[src/rtl/show_uart_tx.sv]
// Purpose: serialises a latched debug "show" frame (up to 16 bytes) as 8N1 UART on tx.
// Latency: tx drops to the start bit on the cycle after the accepting edge; each byte takes 10*CLKS_PER_BIT cycles.
// Backpressure: none; send_req while busy is discarded and counted in the saturating drop_cnt.
//
// Ports:
//   clk       system clock
//   reset     synchronous, active-high reset
//   tx_show   frame; the low show_len bytes are valid, byte show_len-1 goes out first
//   show_len  byte count (0 = nothing, >16 clamps to 16)
//   send_req  single-cycle request to send the current tx_show/show_len
//   tx        UART line, idle high
//   busy      frame in progress
//   done      one-cycle pulse after the last stop bit of a frame
//   drop_cnt  saturating count of requests dropped while busy
module show_uart_tx #(
    parameter int CLKS_PER_BIT = 868,
    parameter int CNT_W        = 10
) (
    input  logic         clk,
    input  logic         reset,
    input  logic [127:0] tx_show,
    input  logic [4:0]   show_len,
    input  logic         send_req,
    output logic         tx,
    output logic         busy,
    output logic         done,
    output logic [7:0]   drop_cnt
);

    typedef enum logic [1:0] {
        IDLE  = 2'd0,
        START = 2'd1,
        DATA  = 2'd2,
        STOP  = 2'd3
    } state_t;

    localparam logic [CNT_W-1:0] BIT_LAST = CNT_W'(CLKS_PER_BIT - 1);

    state_t         state, state_n;
    logic [CNT_W-1:0] bit_cnt, bit_cnt_n;
    logic [2:0]     bit_idx, bit_idx_n;
    logic [4:0]     byte_cnt, byte_cnt_n;
    logic [127:0]   frame_q, frame_n;
    logic           tx_n, busy_n, done_n;

    logic [4:0]     eff_len;
    logic [3:0]     byte_sel;
    logic [7:0]     cur_byte;
    logic           bit_end;
    logic           accept;

    assign eff_len  = (show_len > 5'd16) ? 5'd16 : show_len;

    // The byte on the wire is the top remaining one: index byte_cnt-1.
    // Truncating to 4 bits keeps the part-select in range even when
    // byte_cnt is 0 in IDLE (the value is unused there).
    assign byte_sel = 4'(byte_cnt - 5'd1);
    assign cur_byte = frame_q[{byte_sel, 3'b000} +: 8];

    assign bit_end  = (bit_cnt == BIT_LAST);
    assign accept   = (state == IDLE) && send_req && (eff_len != 5'd0);

    always_comb begin
        state_n    = state;
        bit_cnt_n  = (state == IDLE || bit_end) ? '0 : bit_cnt + CNT_W'(1);
        bit_idx_n  = bit_idx;
        byte_cnt_n = byte_cnt;
        frame_n    = frame_q;
        tx_n       = tx;
        busy_n     = busy;
        done_n     = 1'b0;

        case (state)
            IDLE: begin
                tx_n = 1'b1;
                if (accept) begin
                    frame_n    = tx_show;
                    byte_cnt_n = eff_len;
                    bit_cnt_n  = '0;
                    tx_n       = 1'b0;
                    busy_n     = 1'b1;
                    state_n    = START;
                end
            end
            START: begin
                if (bit_end) begin
                    state_n   = DATA;
                    bit_idx_n = 3'd0;
                    tx_n      = cur_byte[0];
                end
            end
            DATA: begin
                if (bit_end) begin
                    if (bit_idx == 3'd7) begin
                        state_n = STOP;
                        tx_n    = 1'b1;
                    end else begin
                        bit_idx_n = bit_idx + 3'd1;
                        tx_n      = cur_byte[bit_idx + 3'd1];
                    end
                end
            end
            STOP: begin
                if (bit_end) begin
                    byte_cnt_n = byte_cnt - 5'd1;
                    if (byte_cnt == 5'd1) begin
                        state_n = IDLE;
                        busy_n  = 1'b0;
                        done_n  = 1'b1;
                        tx_n    = 1'b1;
                    end else begin
                        // Next start bit follows the stop bit with no gap.
                        state_n = START;
                        tx_n    = 1'b0;
                    end
                end
            end
            default: begin
                state_n = IDLE;
                tx_n    = 1'b1;
                busy_n  = 1'b0;
            end
        endcase
    end

    always_ff @(posedge clk) begin
        if (reset) begin
            state    <= IDLE;
            bit_cnt  <= '0;
            bit_idx  <= 3'd0;
            byte_cnt <= 5'd0;
            frame_q  <= '0;
            tx       <= 1'b1;
            busy     <= 1'b0;
            done     <= 1'b0;
        end else begin
            state    <= state_n;
            bit_cnt  <= bit_cnt_n;
            bit_idx  <= bit_idx_n;
            byte_cnt <= byte_cnt_n;
            frame_q  <= frame_n;
            tx       <= tx_n;
            busy     <= busy_n;
            done     <= done_n;
        end
    end

    // Requests arriving in the done cycle see busy=0 and are accepted, not dropped.
    always_ff @(posedge clk) begin
        if (reset) begin
            drop_cnt <= 8'd0;
        end else if (busy && send_req && (drop_cnt != 8'hFF)) begin
            drop_cnt <= drop_cnt + 8'd1;
        end
    end

endmodule
[config.mk]
export PLATFORM = sky130hd
export DESIGN_NAME = show_uart_tx
export DESIGN_NICKNAME = d
export VERILOG_FILES = /design/src/rtl/show_uart_tx.sv
export SDC_FILE = /design/constraint.sdc
export NUM_CORES = 1
export LEC_CHECK = 0
export ABC_AREA = 1
export CORE_UTILIZATION = 56
export CTS_CLUSTER_SIZE = 12
export DETAILED_ROUTE_END_ITERATION = 8
export PLACE_DENSITY = 0.86
export SETUP_SLACK_MARGIN = 0.1
export SYNTH_ARGS = -nofsm -noshare
export SYNTH_HDL_FRONTEND = slang
export SYNTH_SLANG_ARGS = --single-unit
[constraint.sdc]
create_clock -name clk -period 3.8 [get_ports clk]
set_clock_uncertainty 0.1 [all_clocks]
set_input_delay 0.57 -clock clk [delete_from_list [all_inputs] [get_ports clk]]
set_output_delay 0.57 -clock clk [all_outputs]
set_load 0.01 [all_outputs]
==> results of run 1 <==
[cells in the mapped netlist, drive strengths merged]
| library cell | instances |
|---|---|
| buf | 25 |
| o31ai | 1 |
| dfxtp | 159 |
| clkinv | 1 |
| nand3 | 138 |
| nor2 | 270 |
| o21a | 1 |
| ha | 10 |
| nand4 | 6 |
| xor2 | 2 |
| nand3b | 1 |
| o21ai | 151 |
| clkbuf | 43 |
| nor4 | 3 |
| or2 | 1 |
| nor3b | 1 |
| a211oi | 3 |
| a21oi | 24 |
| and2 | 1 |
| nand2 | 160 |
| inv | 44 |
| a31oi | 4 |
| nor3 | 4 |
[state kept, by name (all words and copies together), names as in the netlist]
signal,flops
done,1
bit_idx,3
bit_cnt,10
busy,1
tx,1
drop_cnt,8
state,2
frame_q,128
byte_cnt,5
[cell families (layout without fill, tap and decap cells)]
family          after synthesis  count (layout)  synth area share [%]
buf+inv                     113             230                  7.08
xor+xnor                      2               2                 0.243
flops                       159             159                  44.2
compound gates              184             184                  13.0
simple gates                585             585                  33.8
fa+ha+maj                    10              10                  1.74
[through the flow]
step	total power [uW]	utilization, %	cell area, um2	setup slack [ns]
after floorplan	4460	-	7210	1.45
after global placement	5140	68.7	8630	1.22
after detailed placement	5200	68.7	8630	1.13
after CTS	6940	73.4	9230	1.30
after global routing	7440	73.4	9230	1.07
final	6970	73.4	9230	1.26
[per-layer routing]
metal  track usage [%]  part of all wire [%]  vias to the layer above
li1                  -                     -                     3651
met1              37.3                    40                     3329
met2              51.3                    49                      337
met3              6.69                   8.0                       48
met4              15.1                   2.8                        0
met5                 0                     0                        -
[worst min-delay path, cell delays in order, from the launching register on]
cell	delay [ns]
dfxtp_1	0.29
inv_1	0.06
a21oi_1	0.05
[final timing paths]
kind                start            to
max           byte_cnt[1]            tx
min          frame_q[110]  frame_q[110]
max reg2reg   byte_cnt[1]            tx
min reg2reg  frame_q[110]  frame_q[110]
[final cells by class]
| cell class | count | area, um2 | share of cell area, % |
|---|---|---|---|
| multi-input combinational | 781 | 3520 | 38.2 |
| sequential | 159 | 3180 | 34.5 |
| timing repair buffer | 153 | 1540 | 16.7 |
| clock buffer | 27 | 523 | 5.67 |
| tap | 172 | 215 | 2.33 |
| inverter | 45 | 171 | 1.86 |
| clock inverter | 5 | 75.1 | 0.813 |
[report_power, final]
part	switching, uW	leakage, uW	internal [uW]
logic	2010	0.00209	1010
registers	194	0.00131	2040
clock network	642	0.000297	1070
==> summary.txt, run 1 <==
CTS
  • Post-CTS Resized: 0
  • Bufs on Longest Clock Path: 2
  • Post-CTS setup buffers: 0
  • CTS tree: done
  • Worst-Skew Late Latency: 0.43 ns
  • Clock root buffer: clkbuf_16
  • Clock Sinks: 159
  • Clock slew at reported path FFs: 0.06 ns
  • H-tree level count: 4
  • CTS Hold Bufs: 0
  • Num CTS Buffers: 17

Finish
  • Layout area overhead: 28.1%
  • N_diodes: 0
  • Most frequent cells in the layout: nor2_1 (270), dfxtp_1 (158), nand2_1 (156), o21ai_0 (149), clkdlybuf4s50_1 (146)
  • Most common cell after layout, fill and taps aside: nor2_1
  • Share of cells above drive strength 1: 4.27%
  • Final Non-Filler Cells: 1342
  • Final-stage net count: 1303
  • Fillers: 1017

GRT
  • First-pass GRT wire length: 31.8 mm
  • Largest net degree at the start of global routing: 144
  • Number of global-route vias before repair: 6934
  • Grt total ovfl: 0
  • GRT Util Overall: 30.6%
  • Initial antenna violation count: 0

Synth
  • Yosys reg bits: 159
  • Share of the yosys chip area belonging to registers: 44.2%
  • Distinct cell type count of the synthesized netlist: 31
  • Post-synth top area share: 44.2%
  • Syn_nets: 1199
  • Syn Std Cell Area: 7210 um2
  • Cells after Synth: 1053
  • Yosys top cell by area: dfxtp_1
  • Top post-synthesis cells by area: dfxtp_1 (44%), nor2_1 (14%), o21ai_0 (10%), nand3_1 (9.6%), nand2_1 (8.2%)
  • Syn. warnings: 0
  • Post-Syn Area per Cell: 6.84 um2

Worst hold path
  • Hold Path Class: reg2reg
  • Hold path depth: 2

Route
  • Final WL: 19.5 mm
  • TritonRoute pass-1 iters: 6
  • Routed wire per std cell: 14.6 um
  • Routed Antenna Nets: 0
  • Via/cell ratio: 5.49
  • Via count: 7365
  • Drt initial violations: 826
  • Detailed-route DRC error count: 0

Placed design
  • Number of I/O port buffers: 146
  • Hpwl dp: 12.3 mm
  • RePlAce Congestion: 0.904
  • Placed cells: 1310

Timing
  • Count of pins over their slew limit: 0
  • Tcrit/Tclk final: 66.8%
  • Measured slew at the worst slew-check pin: 0.754 ns
  • Setup TNS: 0 ns
  • Final min period: 2.54 ns
  • Highest Clock Rate: 394 MHz
  • Minimum hold slack: 0.353 ns
  • Final Hold Vio Count: 0
  • Unrepaired setup endpoints after global routing: no
  • Max-Slew Margin vs Limit: 49.7%
  • Setup violators final: 0

Critical path
  • CP Capture Type: flip-flop
  • R2R depth: 14
  • Crit path max fanout: 34
  • CP delay by family, top: simple AND/OR/NAND/NOR gates
  • CP startpoint kind: flip-flop
  • Critical path buffers and inverters: 2
  • Critical path class: reg2reg
  • Worst path cell trace: inv_1 > ha_1 > inv_2 > nand3_1 > nand3_1 > nand3_1 > nand3_1 > nand3_1 > nand3_1 > nand3_1 > nand2_1 > nand2_1 > nand2_1 > nand2_1
  • Max stage delay on crit path: 0.50 ns
  • Slowest cell on the critical path: inv_2
  • WP data required: 4.03 ns
  • Stages on the worst setup path: 14
  • Most used cell, CP: nand3_1
  • FF-to-FF setup slack: 1.26 ns
  • CP Data Arrival Time: 2.76 ns

Floorplan
  • Die area: 13300 um2
  • IO Pins: 147
  • Die boundary height: 115 um
  • Core ar.: 12600 um2
  • Die width: 115 um
  • Starting density of the core: 57.3%
  • Row count: 41

Outcome
  • Status: finished, final reports clean

Power
  • Worst vdd ir: 0.494 mV
  • Cell Pwr Density: 755 nW/um2
  • Leakage: 0.00370 uW

Flow run
  • Max cap viols: 0
Power figures use the tool's default switching activity.
==> inputs of run 2 (changes only) <==
Settings changed: CORE_UTILIZATION 56 to 47, PLACE_DENSITY 0.86 to 0.77.
Clock period 3.8 ns to 2.2 ns, I/O delays scaled along.
==> summary.txt, run 2 (same netlist as run 1, synthesis figures left out) <==
Outcome
  • Status: finished, final reports clean

Finish
  • Final Non-Filler Cells: 1379 (+2.8%)
  • Util after Layout: 67.4% (-6.1 points)
  • N_diodes: 0 (unchanged)
  • Share of cells above drive strength 1: 10.9% (+6.6 points)
  • Layout area overhead: 37.9%
  • Largest register FFs: 128 (unchanged)
  • Leading registers by flop count: frame_q (128), bit_cnt (10), drop_cnt (8)
  • Most common cell after layout, fill and taps aside: nor2_1
  • Most frequent cells in the layout: nor2_1 (270), dfxtp_1 (158), nand2_1 (155), o21ai_0 (148), clkdlybuf4s50_1 (146)
  • Final-stage net count: 1328 (+1.9%)
  • Most flops, register: frame_q

Route
  • Via/cell ratio: 5.40 (-1.6%)
  • Final WL: 20.3 mm (+3.8%)
  • Routed wire per std cell: 14.7 um (+1.0%)
  • TritonRoute pass-1 iters: 5 (-1)
  • Via count: 7450 (+1.2%)
  • Detailed-route DRC error count: 0 (unchanged)
  • Routed Antenna Nets: 0 (unchanged)
  • Drt initial violations: 633 (-23%)

GRT
  • GRT Util Overall: 25.0% (-5.7 points)
  • Largest net degree at the start of global routing: 69 (-52%)
  • First-pass GRT wire length: 31.6 mm (-0.76%)
  • Initial antenna violation count: 0 (unchanged)
  • Number of global-route vias before repair: 6664 (-3.9%)
  • Grt total ovfl: 0 (unchanged)

Timing
  • Setup TNS: 0 ns (unchanged)
  • Count of pins over their slew limit: 0 (unchanged)
  • Final Worst Setup Slack: 0.0515 ns (-1.21 ns)
  • Final Hold Vio Count: 0 (unchanged)
  • Final min period: 2.15 ns (-0.390 ns)
  • Setup violators final: 0 (unchanged)
  • Tcrit/Tclk final: 97.7% (+31 points)
  • Minimum hold slack: 0.366 ns (+0.0129 ns)
  • Max-Slew Margin vs Limit: 72.0% (+22 points)
  • Measured slew at the worst slew-check pin: 0.420 ns (-0.334 ns)
  • Unrepaired setup endpoints after global routing: yes
  • Highest Clock Rate: 465 MHz (+18%)

Critical path
  • CP Data Arrival Time: 2.36 ns (-0.40 ns)
  • Max stage delay on crit path: 0.40 ns (-0.10 ns)
  • Most used cell, CP: nand3_1
  • CP delay by family, top: simple AND/OR/NAND/NOR gates
  • Worst path cell trace: inv_8 > ha_4 > clkbuf_16 > nand3_1 > nand3_1 > nand3_1 > nand3_1 > nand3_1 > nand3_1 > nand3_1 > nand2_1 > nand2_1 > nand2_1 > nand2_1
  • Critical path buffers and inverters: 2 (unchanged)
  • CP Capture Type: flip-flop
  • FF-to-FF setup slack: 0.05 ns (-1.21 ns)
  • Slowest cell on the critical path: ha_4
  • CP startpoint kind: flip-flop
  • Critical path class: reg2reg
  • WP data required: 2.42 ns (-1.61 ns)
  • Crit path max fanout: 8 (-76%)

Power
  • Worst vdd ir: 0.735 mV (+49%)
  • Switching power: 5690 uW (+100%)
  • Sw Share: 41.6% (+0.72 points)
  • Sequential share of power: 28.4% (-3.7 points)
  • Cell Pwr Density: 1380 nW/um2 (+82%)
  • Clock network power share: 20.9% (-3.7 points)
  • Leakage: 0.00398 uW (+7.5%)
  • Comb power frac: 50.6% (+7.2 points)
  • Internal: 7990 uW (+94%)

CTS
  • CTS Hold Bufs: 0 (unchanged)
  • Clock slew at reported path FFs: 0.06 ns (about the same)
  • Bufs on Longest Clock Path: 2 (unchanged)
  • Num CTS Buffers: 17 (unchanged)
  • H-tree level count: 4 (unchanged)
  • CTS tree: done
  • Clock Sinks: 159 (unchanged)
  • Clock root buffer: clkbuf_16
  • Worst-Skew Late Latency: 0.42 ns (about the same)

Floorplan
  • Core ar.: 14800 um2 (+17%)
  • Die area: 15800 um2 (+19%)
  • IO Pins: 147 (unchanged)
  • Die boundary height: 126 um (+9.0%)
  • Row count: 44 (+7.3%)
  • Starting density of the core: 48.8% (-8.5 points)
  • Die width: 126 um (+9.0%)

Placed design
  • Worst slack, placed: 0.0404 ns (-1.09 ns)
  • Placed cells: 1337 (+2.1%)
  • Number of I/O port buffers: 146 (unchanged)
  • RePlAce Congestion: 0.876 (-3.2%)
  • Hpwl dp: 13.4 mm (+9.2%)

Worst hold path
  • Hold Path Class: reg2reg

Flow run
  • Max cap viols: 0 (unchanged)
[run 2: cell count changes in the layout (fill, tap and decap cells not counted), sizes merged]
cell / change
clkbuf: +2
inv: +1
buf: +20
clkinv: +2
[run 2: layer usage]
layer | GRT usage (%) | share of wire (%) | vias to the layer above
li1 | - | - | 3705
met1 | 32.3 | 44 | 3414
met2 | 41.3 | 47 | 291
met3 | 5.35 | 6.8 | 40
met4 | 8.65 | 2.3 | 0
met5 | 0 | 0 | -
[run 2: through the flow]
stage | cell area (um2) | power [uW]
finish | 9940 | 13700
global route | 9940 | 14500
CTS | 9430 | 12200
detailed placement | 8860 | 9360
global placement | 8860 | 9270
floorplan | 7250 | 7850
[run 2: worst reg2reg max path: stages, from the launching register on]
cell       delay (ns)
dfxtp_4          0.37
inv_8            0.05
ha_4             0.40
clkbuf_16        0.21
nand3_1          0.08
nand3_1          0.13
nand3_1          0.11
nand3_1          0.08
nand3_1          0.11
nand3_1          0.10
nand3_1          0.10
nand2_1          0.07
nand2_1          0.05
nand2_1          0.05
nand2_1          0.04
[run 2: worst paths after layout]
| check | cells after the start | from | to |
|---|---|---|---|
| worst min-delay path | 1 | bit_cnt[0] | bit_cnt[0] |
| worst min register to register | 1 | bit_cnt[0] | bit_cnt[0] |
| worst max-delay path | 14 | byte_cnt[0] | tx |
| worst max register to register | 14 | byte_cnt[0] | tx |
[run 2: power groups by stage]
stage / combinational, uW / sequential, uW / clock [uW]
after detailed placement: 5430 / 3930 / 0
after floorplan: 4010 / 3840 / 0
after global placement: 5360 / 3910 / 0
after global routing: 7550 / 3960 / 3020
final: 6930 / 3890 / 2860
after CTS: 5460 / 3870 / 2890
[run 2: cell type report]
cell class | instances | area, um2
multi-input cells | 781 | 3840
clock buffers | 27 | 493
repair inverters | 3 | 33.8
clock inverters | 5 | 78.8
inverters | 45 | 200
flip-flops and latches | 159 | 3190
well taps | 184 | 230
repair buffers | 175 | 1870
fillers | 1229 | 4820
[run 2: what timing repair did]
item / 4_1_cts / 5_1_grt
buffers inserted: 0 / 5
gates resized for setup: 0 / 84
endpoints found under the setup margin: 0 / 1
